File: src/rtl/regset_ctrl_pkg.sv
// regset_ctrl_pkg: shared sizes and controller state encoding for the register-set access controller
package regset_ctrl_pkg;
  localparam int REG_ADDR_W = 6;
  localparam int XLEN = 32;
  typedef enum logic [1:0] {CLEAR, RUN, DBG_ACC, DBG_RSP} state_t;
endpackage

File: src/rtl/regset_fwd.sv
// regset_fwd: one read port's write-collision bypass; ports clk/rst, write side we/wa/wd, read addr ra, BRAM data rs_rd in, forwarded rd out
module regset_fwd
  import regset_ctrl_pkg::*;
#(
  parameter int ADDR_W = REG_ADDR_W,
  parameter int DATA_W = XLEN
) (
  input  logic              clk,
  input  logic              rst,
  input  logic              we,
  input  logic [ADDR_W-1:0] wa,
  input  logic [DATA_W-1:0] wd,
  input  logic [ADDR_W-1:0] ra,
  input  logic [DATA_W-1:0] rs_rd,
  output logic [DATA_W-1:0] rd
);
  logic              fwd;
  logic [DATA_W-1:0] fwd_data;
  always_ff @(posedge clk) begin
    fwd <= rst ? 1'b0 : (we && wa == ra && wa != '0);
    fwd_data <= wd;
  end
  assign rd = fwd ? fwd_data : rs_rd;
endmodule

File: src/rtl/regset_ctrl.sv
// regset_ctrl: clears the BRAM register set after reset, arbitrates CPU vs debug access, forwards same-cycle writes; ports cpu_* pipeline side, dbg_* debug side, rs_* BRAM side, init_done
module regset_ctrl
  import regset_ctrl_pkg::*;
#(
  parameter int ADDR_W = REG_ADDR_W,
  parameter int DATA_W = XLEN,
  parameter bit CLEAR_ON_RESET = 1'b1
) (
  input  logic              clk,
  input  logic              rst,
  input  logic              cpu_we,
  input  logic [ADDR_W-1:0] cpu_wa,
  input  logic [DATA_W-1:0] cpu_wd,
  input  logic [ADDR_W-1:0] cpu_ra1,
  input  logic [ADDR_W-1:0] cpu_ra2,
  output logic [DATA_W-1:0] cpu_rd1,
  output logic [DATA_W-1:0] cpu_rd2,
  output logic              cpu_stall,
  input  logic              dbg_req,
  input  logic              dbg_we,
  input  logic [ADDR_W-1:0] dbg_addr,
  input  logic [DATA_W-1:0] dbg_wdata,
  output logic              dbg_ack,
  output logic [DATA_W-1:0] dbg_rdata,
  output logic              init_done,
  output logic              rs_we,
  output logic [ADDR_W-1:0] rs_wa,
  output logic [DATA_W-1:0] rs_wd,
  output logic [ADDR_W-1:0] rs_ra1,
  output logic [ADDR_W-1:0] rs_ra2,
  input  logic [DATA_W-1:0] rs_rd1,
  input  logic [DATA_W-1:0] rs_rd2
);
  state_t            state, state_n;
  logic [ADDR_W-1:0] cnt, cap1, cap2;
  logic              fwd_we;
  always_ff @(posedge clk) begin
    if (rst) begin
      state <= CLEAR;
      cnt <= '0;
      init_done <= 1'b0;
    end else begin
      state <= state_n;
      if (state == CLEAR) cnt <= cnt + 1'b1;
      init_done <= state_n != CLEAR;
    end
  end
  always_ff @(posedge clk)
    if (state == RUN) begin
      cap1 <= cpu_ra1;
      cap2 <= cpu_ra2;
    end
  always_comb begin
    state_n = state;
    rs_we = 1'b0;
    rs_wa = cpu_wa;
    rs_wd = cpu_wd;
    rs_ra1 = cpu_ra1;
    rs_ra2 = cpu_ra2;
    case (state)
      CLEAR: begin
        rs_we = CLEAR_ON_RESET;
        rs_wa = cnt;
        rs_wd = '0;
        state_n = (!CLEAR_ON_RESET || cnt == '1) ? RUN : CLEAR;
      end
      RUN: begin
        rs_we = cpu_we && cpu_wa != '0;
        state_n = dbg_req ? DBG_ACC : RUN;
      end
      DBG_ACC: begin
        rs_we = dbg_we && dbg_addr != '0;
        rs_wa = dbg_addr;
        rs_wd = dbg_wdata;
        rs_ra1 = dbg_addr;
        rs_ra2 = cap2;
        state_n = DBG_RSP;
      end
      default: begin
        rs_ra1 = cap1;
        rs_ra2 = cap2;
        state_n = RUN;
      end
    endcase
  end
  assign cpu_stall = state != RUN;
  assign dbg_ack = state == DBG_RSP;
  assign dbg_rdata = dbg_ack ? cpu_rd1 : '0;
  assign fwd_we = rs_we && state != DBG_ACC;
  regset_fwd #(.ADDR_W(ADDR_W), .DATA_W(DATA_W)) u_fwd1 (
    .clk(clk), .rst(rst), .we(fwd_we), .wa(rs_wa), .wd(rs_wd),
    .ra(rs_ra1), .rs_rd(rs_rd1), .rd(cpu_rd1)
  );
  regset_fwd #(.ADDR_W(ADDR_W), .DATA_W(DATA_W)) u_fwd2 (
    .clk(clk), .rst(rst), .we(fwd_we), .wa(rs_wa), .wd(rs_wd),
    .ra(rs_ra2), .rs_rd(rs_rd2), .rd(cpu_rd2)
  );
endmodule

File: config.mk
export PLATFORM = sky130hd
export DESIGN_NAME = regset_ctrl
export DESIGN_NICKNAME = d
export VERILOG_FILES = /design/src/rtl/regset_ctrl_pkg.sv /design/src/rtl/regset_fwd.sv /design/src/rtl/regset_ctrl.sv
export SDC_FILE = /design/constraint.sdc
export NUM_CORES = 1
export LEC_CHECK = 0
export BUFFER_PORTS_ARGS = -buffer_cell sky130_fd_sc_hd__buf_4
export CORE_AREA = 8 8 113 115
export DETAILED_ROUTE_END_ITERATION = 16
export DIE_AREA = 0 0 121 123
export PLACE_DENSITY = 0.81
export SLEW_MARGIN = 20
export SYNTH_ARGS = -nofsm -noshare
export SYNTH_HDL_FRONTEND = slang
export SYNTH_HIERARCHICAL = 1
export SYNTH_SLANG_ARGS = --single-unit
File: constraint.sdc
create_clock -name clk -period 2.26 [get_ports clk]
set_clock_uncertainty 0.2 [all_clocks]
set_input_delay 0.339 -clock clk [delete_from_list [all_inputs] [get_ports clk]]
set_output_delay 0.339 -clock clk [all_outputs]
set_load 0.02 [all_outputs]
# Yosys cells after proc, flatten, opt, wreduce, memory -nomap -nowiden
# Index checks and enable logic that the tools add are counted.
[totals]
mem_bits_rw = 0
latchBits = 0
rom_bits = 0
inputBits = 157
ff_bits = 55
n_memories = 0
output_inout_bits = 150
[op_classes]
n_div = 0
reduce_logical = 13
bitwise = 0
eq_ne = 8
add_sub_neg = 1
shift = 0
mul = 0
muxes = 11
n_lt_le_gt_ge = 0
[ops]
columns = ["cell", "count"]
rows = [
  ["32-bit two-way mux", 3],
  ["32-bit case mux with 2 select lines", 1],
  ["6-bit case mux with 2 select lines", 2],
  ["6-bit nonzero test", 3],
  ["6-bit == test", 2],
  ["1-bit logical AND", 7],
  ["6-bit by 1-bit adder with 6-bit output (second input constant)", 1],
  ["6-bit == test (second input constant)", 1],
  ["6-bit two-way mux", 1],
  ["2-bit case mux with 3 select lines", 1],
  ["2-bit == test (second input constant)", 2],
  ["1-bit case mux with 3 select lines", 1],
  ["2-bit by 1-bit == test with 1-bit output (second input constant)", 1],
  ["2-bit logical NOT", 1],
  ["2-bit two-way mux", 1],
  ["2-bit by 1-bit != test with 1-bit output (second input constant)", 1],
  ["2-bit != test (second input constant)", 1],
  ["2-bit nonzero test", 1],
  ["2-bit OR reduction", 1],
  ["1-bit two-way mux", 1],
]

# Longest topological paths before layout
# Gate-level depths: netlist of the first run.
[depth]
word_depth = 6
ltp_mapped = 8
depth_no_buf = 5

# By module
# The synthesis of the first run kept the hierarchy.
[modules_own_cells]
columns = ["module", "cells_per_inst", "seq_area_each_um2", "area_each_um2", "instances"]
rows = [
  ["regset_fwd", 81, 660.6, 1198.6, 2],
  ["regset_ctrl", 219, 540.5, 1759.2, 1],
]

# Least setup slack after synthesis of the first run
# OpenSTA, ideal clock, no wires.
[synth_timing]
path_type = "register to register"
start = "register state[1]"
end = "register u_fwd1.fwd"
setup_slack_ns = -0.128
period_less_slack_ns = 2.388
stages_incl_launch_ff = 8
arrival_ns = 2.128
n_path_buf = 2
path_cell_list = "dfxtp_1 -> buf_4 -> buf_2 -> mux2i_1 -> o21ai_0 -> xor2_1 -> nor4_2 -> o211a_1"
[synth_between]
word_cells_on_any_way = 13
classes_between = "eq/ne: 4; mux: 3; reduce/logical: 6"
[synth_rtl]
columns = ["element", "line_no", "text"]
rows = [
  ["from (decl)", "regset_ctrl.sv:34", "state_t state, state_n;"],
  ["from (signal assigned)", "regset_ctrl.sv:43", "state <= state_n;"],
  ["2-bit == test or 2-bit logical NOT (tied branches)", "regset_ctrl.sv:60", "case (state)"],
  ["6-bit case mux with 2 select lines (*)", "regset_ctrl.sv:60", ""],
  ["via rs_wa[5]", "regset_ctrl.sv:27", "output logic [ADDR_W-1:0] rs_wa,"],
  ["6-bit == test", "regset_fwd.sv:20", "fwd <= rst ? 1'b0 : (we && wa == ra && wa != '0);"],
  ["1-bit logical AND", "regset_fwd.sv:20", ""],
  ["1-bit logical AND (*)", "regset_fwd.sv:20", ""],
  ["to (signal assigned)", "regset_fwd.sv:20", ""],
  ["to (decl)", "regset_fwd.sv:17", "logic fwd;"],
]
# Mark *: on every way through the listed nets, which the timed path passes. The rest lies on a longest branch.
# A chain may end at the register's enable or synchronous reset.

# Worst setup path after layout of the first run
[layout_timing]
start = "register state[1]"
end = "output port rs_wa[5]"
[layout_between]
elab_chain_len = 2
word_cells_on_any_way = 3
classes_between = "eq/ne: 1; mux: 1; reduce/logical: 1"
[layout_rtl]
columns = ["element", "line_no"]
rows = [
  ["2-bit == test or 2-bit logical NOT (tied branches)", "regset_ctrl.sv:60"],
  ["6-bit case mux with 2 select lines (*)", "regset_ctrl.sv:60"],
  ["to (decl)", "regset_ctrl.sv:27"],
]
# Mark *: on every way between the ends. The rest lies on a longest branch, timed or not.

==> impl_metrics.tcl, run 1 <==
set metrics [dict create \
    place_area_um2 6560 \
    grt_use_met3_pct 6.94 \
    max_cap_violations 0 \
    hold_path_class "input pin to flip-flop" \
    grt_pass1_vias 4286 \
    critPathLaunchType "flip-flop" \
    grt-ovfl-total 0 \
    drt-pass1-iter-count 4 \
    layout_common_cells "buf_4, dfxtp_1, mux2_2" \
    power.density_nw_per_um2 523 \
    diodes 0 \
    io-pin-count 307 \
    grt_busiest_layer "met2" \
    required_ps 1720 \
    rows 39 \
    gp_congestion 0.855 \
    crit_fanout 11 \
    grt_use_total_pct 21.6 \
    synthCells 381 \
    die_area_um2 14900 \
    start_util_pct 37.5 \
    setup_viol_count_final 0 \
    mappedNetlistNets 539 \
    ys_seq_area_share_pct 44.8 \
    clockRootBuffer "clkbuf_16" \
    num-fill-cells 837 \
    avgSynthCellArea_um2 10.9 \
    cts_sinks 87 \
    ys_types 39 \
    seqCellArea_um2 1870 \
    crit_chain "buf_12, mux2i_1, o21ai_1, buf_4" \
    layout_commonest_cell "buf_4" \
    grt_pass1_wl_um 24900 \
    slew_headroom_pct 64.0 \
    drive_above_1_share_pct 60.1 \
    synth-main-ff-cell "dfxtp_1" \
    detail-route-antenna-nets 0 \
    chipHeight_um 123 \
    final_cell_area_um2 7160 \
    max_freq_mhz 451 \
    num_vias 4237 \
    routed_wl_um 17800 \
    globalRouteMet1Util_pct 23.0 \
    synthTopCellsByArea "dfxtp_1, mux2_2, edfxtp_1" \
    p_leak_nw 3.46 \
    grt_max_degree 43 \
    status "complete, no violations" \
    rsz0062_at_grt "yes" \
    cts_tree "yes" \
    cts_buffers 9 \
    path_class "flip-flop to output port" \
    clkTransAtPathRegs_ps 60 \
    synth-async-reset-ratio_pct 0 \
    cpLargestDelayFamily "compound AO/OA/AOI/OAI gates" \
    drv_slew 0 \
    synthesis.area_um2 4160 \
    numPortBuffers 306 \
    synth_top_area_share_pct 36.1 \
    fp.dieW_um 121 \
    worst_pin_slew_ps 537 \
    timing.setup.tns_ps 0 \
    synth_top_area_cell "dfxtp_1" \
    min_period_ps 2220 \
    layout.nets 852 \
    crit_arrival_ps 1680 \
    met2_usage_pct 38.9 \
    routed_via_density 5.03 \
    hpwl_um 13700 \
    ys_ff_latch 87 \
    syn_to_final_growth_pct 72.4 \
    worstSetupEndpointType "output port" \
    multiInputGateArea_um2 2120 \
    clock_latency_ps 330 \
    cp_slowest_cell "o21ai_1" \
    synth_edf_count 12 \
    wire_per_inst_um 21.2 \
    finalHoldViolCount 0 \
    fin_crit_sh_pct 98.2 \
    antenna_found_initial 0 \
    core_um2 11100 \
    drt-initial-drc-count 218 \
    ctsLongestPathBuffers 2 \
    ys_warn_count 6 \
    drc 0 \
    cp_slowest_stage_delay_ps 440 \
    vdd_ir_drop_max_uv 423 \
    htreeDepth 3 \
    cp_num_buf_inv 2 \
]
## cell families (layout without fill, tap and decap cells)
logic type,after synthesis,count (layout),synth area share (%)
AO/OA/AOI/OAI,60,60,9.69
buffers and inverters,34,352,5.03
flip-flops,87,87,44.8
multiplexers,83,83,23.9
adder cells (fa/ha/maj),1,1,0.301
XOR/XNOR,12,12,2.53
AND/OR/NAND/NOR,104,104,13.7
## path summary, 6_finish.rpt
| kind | cells after the start | to | slack (ps) | from |
|---|---|---|---|---|
| max | 4 | rs_wa[5] | 40 | state[1] |
| min | 2 | u_fwd1/fwd_data[1] | 60 | dbg_wdata[1] |
| max reg2reg | 6 | u_fwd1/fwd | 200 | state[1] |
| min reg2reg | 2 | cnt[1] | 340 | cnt[1] |
## layer usage
layer | vias up | part of all wire (%)
li1 | 1989 | -
met1 | 1995 | 37
met2 | 216 | 52
met3 | 37 | 8.6
met4 | 0 | 2.8
met5 | - | 0
## per-stage QoR
stage                     power (mW)  util [%]  worst slack [ps]  hold slack (ps)  instances
after floorplan                 1.87         -             0.641              238        381
after global placement          2.24      59.3               218              303        808
after detailed placement        2.26      59.3               231              328        808
after CTS                       3.77      63.8             -5.04             37.8        838
after global routing            3.89      64.7             -8.38             44.7        842
final                           3.75      64.7              40.7             63.8        842
## cell usage after synthesis (all sizes together) (3+ instances only)
cell	count
o21ai	20
a22o	19
mux2i	12
xor2	10
and3	34
nor4	3
a21oi	12
nor2	16
buf	23
nor2b	5
nand2b	3
nor3	3
dfxtp	75
mux2	71
clkbuf	9
nand2	33
edfxtp	12
## area by class of cell
cell class              instances  area share [%]
clock buffers                  12            4.03
clock inverters                 4           0.332
inverters                       2           0.105
multi-input cells             260            29.5
flip-flops and latches         87            26.2
well taps                     143            2.50
repair buffers                334            37.3
## repair_timing
item	in CTS	in global routing
buffers inserted	0	1
setup endpoints to repair	23	26
pin swaps	0	1
cloned	1	3
hold buffers	13	0
hold endpoints to repair	13	0
gates resized for setup	8	8
## power by group
part | switching (mW) | internal, mW
combinational | 0.288 | 0.379
clock | 0.600 | 0.905
sequential | 0.00715 | 1.57
## sequential cells by signal, indices dropped and copies added, names as in the netlist
register         flops
cap1                 6
cap2                 6
init_done            1
state                2
u_fwd2/fwd_data     32
cnt                  6
u_fwd1/fwd_data     32
u_fwd1/fwd           1
u_fwd2/fwd           1
Note: power is estimated with default switching activity, not from simulation.
==> inputs of run 2 (changes only) <==
--- a/config.mk
+++ b/config.mk
@@ -6,10 +6,11 @@
 export NUM_CORES = 1
 export LEC_CHECK = 0
 export BUFFER_PORTS_ARGS = -buffer_cell sky130_fd_sc_hd__buf_4
-export CORE_AREA = 8 8 113 115
+export CORE_AREA = 8 8 112 114
+export CTS_BUF_LIST = sky130_fd_sc_hd__clkbuf_8
 export DETAILED_ROUTE_END_ITERATION = 16
-export DIE_AREA = 0 0 121 123
-export PLACE_DENSITY = 0.81
+export DIE_AREA = 0 0 120 122
+export PLACE_DENSITY = 0.83
 export SLEW_MARGIN = 20
 export SYNTH_ARGS = -nofsm -noshare
 export SYNTH_HDL_FRONTEND = slang
==> impl_metrics.tcl, run 2 (synthesis gave the netlist of run 1 again) <==
set metrics [dict create \
    status "complete, no violations" \
    cts_buffers 9 \
    io-pin-count 307 \
    max_freq_mhz 455 \
    gp_congestion 0.939 \
    drt-pass1-iter-count 4 \
    layout.nets 848 \
    routed_wl_um 16900 \
    hold_path_class "input pin to flip-flop" \
    grt_use_total_pct 21.0 \
    worst_pin_slew_ps 485 \
    drive_above_1_share_pct 59.6 \
    finalHoldViolCount 0 \
    clkTransAtPathRegs_ps 90 \
    htreeDepth 3 \
    min_path_cells 2 \
    wire_per_inst_um 20.2 \
    r2r_end "u_fwd2/fwd" \
    num_vias 4126 \
    clockRootBuffer "clkbuf_8" \
    setup_viol_count_final 0 \
    cts_sinks 87 \
    critPathLaunchType "flip-flop" \
    min_from "dbg_wdata[15]" \
    ctsLongestPathBuffers 2 \
    vdd_ir_drop_max_uv 285 \
    power.density_nw_per_um2 475 \
    place_area_um2 6550 \
    postCtsSetupRepairBufs 0 \
    p_leak_nw 3.36 \
    final_cells 835 \
    core_um2 10700 \
    finalPower_mw 3.29 \
    layout_common_cells "buf_4, dfxtp_1, mux2_2" \
    detail-route-antenna-nets 0 \
    r2r-start "state[1]" \
    min_period_ps 2200 \
    diodes 0 \
    required_ps 1720 \
    drv_slew 0 \
    place_inst 805 \
    worstSetupEndpointType "output port" \
    layout_commonest_cell "buf_4" \
    fin_hold_ws_ps 49.0 \
    grt_pass1_wl_um 24400 \
    clock_latency_ps 340 \
    seqPwrFrac_pct 47.8 \
    routed_via_density 4.94 \
    fp.dieW_um 120 \
    start_util_pct 38.9 \
    drc 0 \
    combPwrFrac_pct 20.1 \
    rows 38 \
    slew_headroom_pct 67.4 \
    hold_end "u_fwd1/fwd_data[15]" \
    reg2reg_depth 5 \
    die_area_um2 14600 \
    crit_fanout 16 \
    drt-initial-drc-count 172 \
    grt_max_degree 45 \
    fin_crit_sh_pct 97.3 \
    clkPwrFrac_pct 32.1 \
    p_sw_share_pct 24.9 \
    r2r_slack_ps 280 \
    final_cell_area_um2 6930 \
    grt_pass1_vias 4313 \
    timing.setup.tns_ps 0 \
    max_cap_violations 0 \
    chipHeight_um 122 \
    p_int_mw 2.47 \
    antenna_found_initial 0 \
    hpwl_um 13400 \
    crit_arrival_ps 1660 \
    grt-ovfl-total 0 \
    cts_tree "yes" \
    top_regs "u_fwd1/fwd_data x32, u_fwd2/fwd_data x32" \
    path_class "flip-flop to output port" \
    numPortBuffers 306 \
    power_switching_uw 820 \
    syn_to_final_growth_pct 66.8 \
]
-- run 2: through the flow --
step	util, %	worst slack [ps]
6_report	64.8	60.6
5_1_grt	64.8	-2.92
4_1_cts	64.3	1.59
3_5_place_dp	61.2	235
3_3_place_gp	61.2	314
2_1_floorplan	-	0.641
-- run 2: per-layer routing --
metal | wire [um] | GRT usage, % | share of wire (%) | vias up
li1 | - | - | - | 1990
met1 | 6370 | 22.2 | 38 | 1929
met2 | 9050 | 39.4 | 54 | 185
met3 | 1180 | 6.34 | 7.0 | 22
met4 | 259 | 6.25 | 1.5 | 0
met5 | 0 | 0 | 0 | -
-- run 2: layout make-up --
cell class                      instances  area [um^2]
Multi-Input combinational cell        260         2100
Inverter                                2         7.51
Clock buffer                           10          138
Clock inverter                          6         52.6
Tap cell                              140          175
Fill cell                             840         3770
Sequential cell                        87         1870
Timing Repair Buffer                  330         2580
-- run 2: critical path: stages (launching register included) --
cell       delay (ps)
dfxtp_4           400
clkbuf_16         210
mux2_2            360
and3_1            180
buf_4             150
-- run 2: worst max-delay path by stage --
stage / from / to
after global routing: u_fwd1/fwd / dbg_rdata[22]
after floorplan: state[1] / u_fwd1/fwd
after global placement: cpu_wa[3] / rs_we
after CTS: u_fwd2/fwd / cpu_rd2[5]
final: u_fwd1/fwd / dbg_rdata[10]
after detailed placement: state[1] / u_fwd2/fwd
-- run 2: power by group through the flow --
stage / Clock (mW) / Sequential [mW] / Combinational (mW)
after global placement: 0 / 1.61 / 0.629
after detailed placement: 0 / 1.61 / 0.640
final: 1.06 / 1.57 / 0.661
after floorplan: 0 / 1.61 / 0.259
after global routing: 1.15 / 1.58 / 0.701
after CTS: 1.09 / 1.58 / 0.661
-- run 2: repair_timing --
action,CTS,global route
hold endpoints to repair,13,0
gates cloned,0,1
gates resized for setup,5,7
endpoints found under the setup margin,6,24
hold buffers,13,0
==> inputs of run 3 (changes only) <==
--- a/config.mk
+++ b/config.mk
@@ -10,7 +10,7 @@
 export CTS_BUF_LIST = sky130_fd_sc_hd__clkbuf_8
 export DETAILED_ROUTE_END_ITERATION = 16
 export DIE_AREA = 0 0 120 122
-export PLACE_DENSITY = 0.83
+export PLACE_DENSITY = 0.78
 export SLEW_MARGIN = 20
 export SYNTH_ARGS = -nofsm -noshare
 export SYNTH_HDL_FRONTEND = slang
==> impl_metrics.tcl, run 3 (synthesis gave the netlist of run 1 again) <==
set metrics [dict create \
    status "finished with violations" \
    failed_checks "setup timing" \
    grt_pass1_vias 4301 \
    slew_headroom_pct 63.2 \
    path_class "flip-flop to output port" \
    vdd_ir_drop_max_uv 311 \
    worst_pin_slew_ps 549 \
    ctsLongestPathBuffers 2 \
    fin_util_pct 65.9 \
    rows 38 \
    diodes 0 \
    finalPower_mw 3.47 \
    drv_slew 0 \
    p_leak_nw 3.41 \
    wire_per_inst_um 20.6 \
    timing.setup.tns_ps -42.7 \
    grt-ovfl-total 0 \
    gp_congestion 0.880 \
    antenna_found_initial 1 \
    drc 0 \
    drive_above_1_share_pct 60.7 \
    clkTransAtPathRegs_ps 90 \
    required_ps 1720 \
    layout.nets 851 \
    r2r-start "state[1]" \
    critPathLaunchType "flip-flop" \
    clockRootBuffer "clkbuf_8" \
    postLayoutSetupSlackWorst_ps -42.7 \
    top_regs "u_fwd1/fwd_data x32, u_fwd2/fwd_data x32" \
    clock_latency_ps 350 \
    min_period_ps 2300 \
    crit_chain "or4b_4, nor4_4, a221oi_2, buf_4" \
    seqPwrFrac_pct 45.4 \
    grt_pass1_wl_um 25400 \
    cp-startpoint "state[1]" \
    crit_arrival_ps 1760 \
    io-pin-count 307 \
    routed_via_density 5.03 \
    drt-pass1-iter-count 4 \
    fin_hold_ws_ps 26.7 \
    routed_wl_um 17300 \
    fp.dieW_um 120 \
    max_cap_violations 0 \
    detail-route-antenna-nets 0 \
    fin_crit_sh_pct 102 \
    p_int_mw 2.63 \
    clkPwrFrac_pct 35.4 \
    die_area_um2 14600 \
    cp_slowest_stage_delay_ps 490 \
    max_freq_mhz 434 \
    drt-initial-drc-count 250 \
    layout_commonest_cell "buf_4" \
    crit_fanout 4 \
    finalHoldViolCount 0 \
    power.density_nw_per_um2 492 \
    htreeDepth 3 \
    rsz0062_at_grt "yes" \
    hold_path_class "input pin to flip-flop" \
    cts_sinks 87 \
    start_util_pct 38.9 \
    num_vias 4211 \
    cts_tree "yes" \
    cp_slowest_cell "or4b_4" \
    crit_end "rs_we" \
    hpwl_um 13700 \
    numPortBuffers 306 \
    reg2reg_depth 6 \
    grt_max_degree 52 \
    worstSetupEndpointType "output port" \
    chipHeight_um 122 \
    setup_viol_count_final 1 \
    p_sw_share_pct 24.3 \
    layout_common_cells "buf_4, dfxtp_1, mux2_2" \
    grt_use_total_pct 22.0 \
    power_switching_uw 843 \
    core_um2 10700 \
    pre_cts_slack_ps 271 \
    r2r_end "u_fwd2/fwd" \
    cts_buffers 9 \
    r2r_slack_ps 250 \
    syn_to_final_growth_pct 69.7 \
    combPwrFrac_pct 19.2 \
]
## run 3: cell types whose count changed in the layout (fill, tap and decap cells not counted), sizes merged
cell,before,now
bufinv,1,2
buf,316,319
clkbuf,11,12
inv,4,3
clkinv,3,1
clkinvlp,0,1
## run 3: worst min path at each step
stage                             start                  end  slack, ps  cells after the start
after floorplan              cpu_ra1[0]              cap1[0]        240                      0
after global placement           cnt[1]               cnt[1]        310                      2
after detailed placement         cnt[1]               cnt[1]        320                      2
after CTS                  dbg_wdata[6]   u_fwd1/fwd_data[6]         30                      2
after global routing      dbg_wdata[10]  u_fwd2/fwd_data[10]         10                      2
final                      dbg_wdata[8]   u_fwd2/fwd_data[8]         30                      2
## run 3: layout make-up
class	instances	area [um^2]
inverters	2	7.51
clock inverters	5	78.8
multi-input cells	260	2150
clock buffers	11	151
well taps	140	175
flip-flops and latches	87	1870
repair buffers	333	2620
fillers	814	3640
## run 3: repair_timing
action / CTS / global route
endpoints found under the hold margin: 13 / 0
buffers inserted: 0 / 3
setup endpoints to repair: 19 / 32
gates cloned: 1 / 1
hold buffers: 13 / 0
resized for setup: 8 / 13
pin swaps: 0 / 1
## run 3: routing by layer
layer / vias to the layer above / routed length [um] / GRT usage [%]
met5: - / 11 / 0
met4: 2 / 276 / 6.32
met3: 23 / 1520 / 6.94
met2: 211 / 9030 / 40.2
met1: 1986 / 6470 / 24.1
li1: 1989 / - / -
## run 3: power by group through the flow
stage                     Combinational [mW]  Sequential, mW  Clock (mW)
after detailed placement               0.643            1.61           0
after floorplan                        0.259            1.61           0
after CTS                              0.664            1.58        1.26
final                                  0.667            1.57        1.23
after global placement                 0.633            1.61           0
after global routing                   0.706            1.58        1.31
## run 3: worst max-delay path: cells and delay by family, from the launching register on
kind | cells | cell delay, ps
AO/OA/AOI/OAI | 1 | 60
buffers and inverters | 1 | 170
flip-flops | 1 | 390
AND/OR/NAND/NOR | 2 | 800
## run 3: per-stage QoR
step | cell area, um^2 | cells
2_1_floorplan | 4160 | 381
3_3_place_gp | 6550 | 804
3_5_place_dp | 6550 | 804
4_1_cts | 6950 | 834
5_1_grt | 7050 | 838
6_report | 7050 | 838
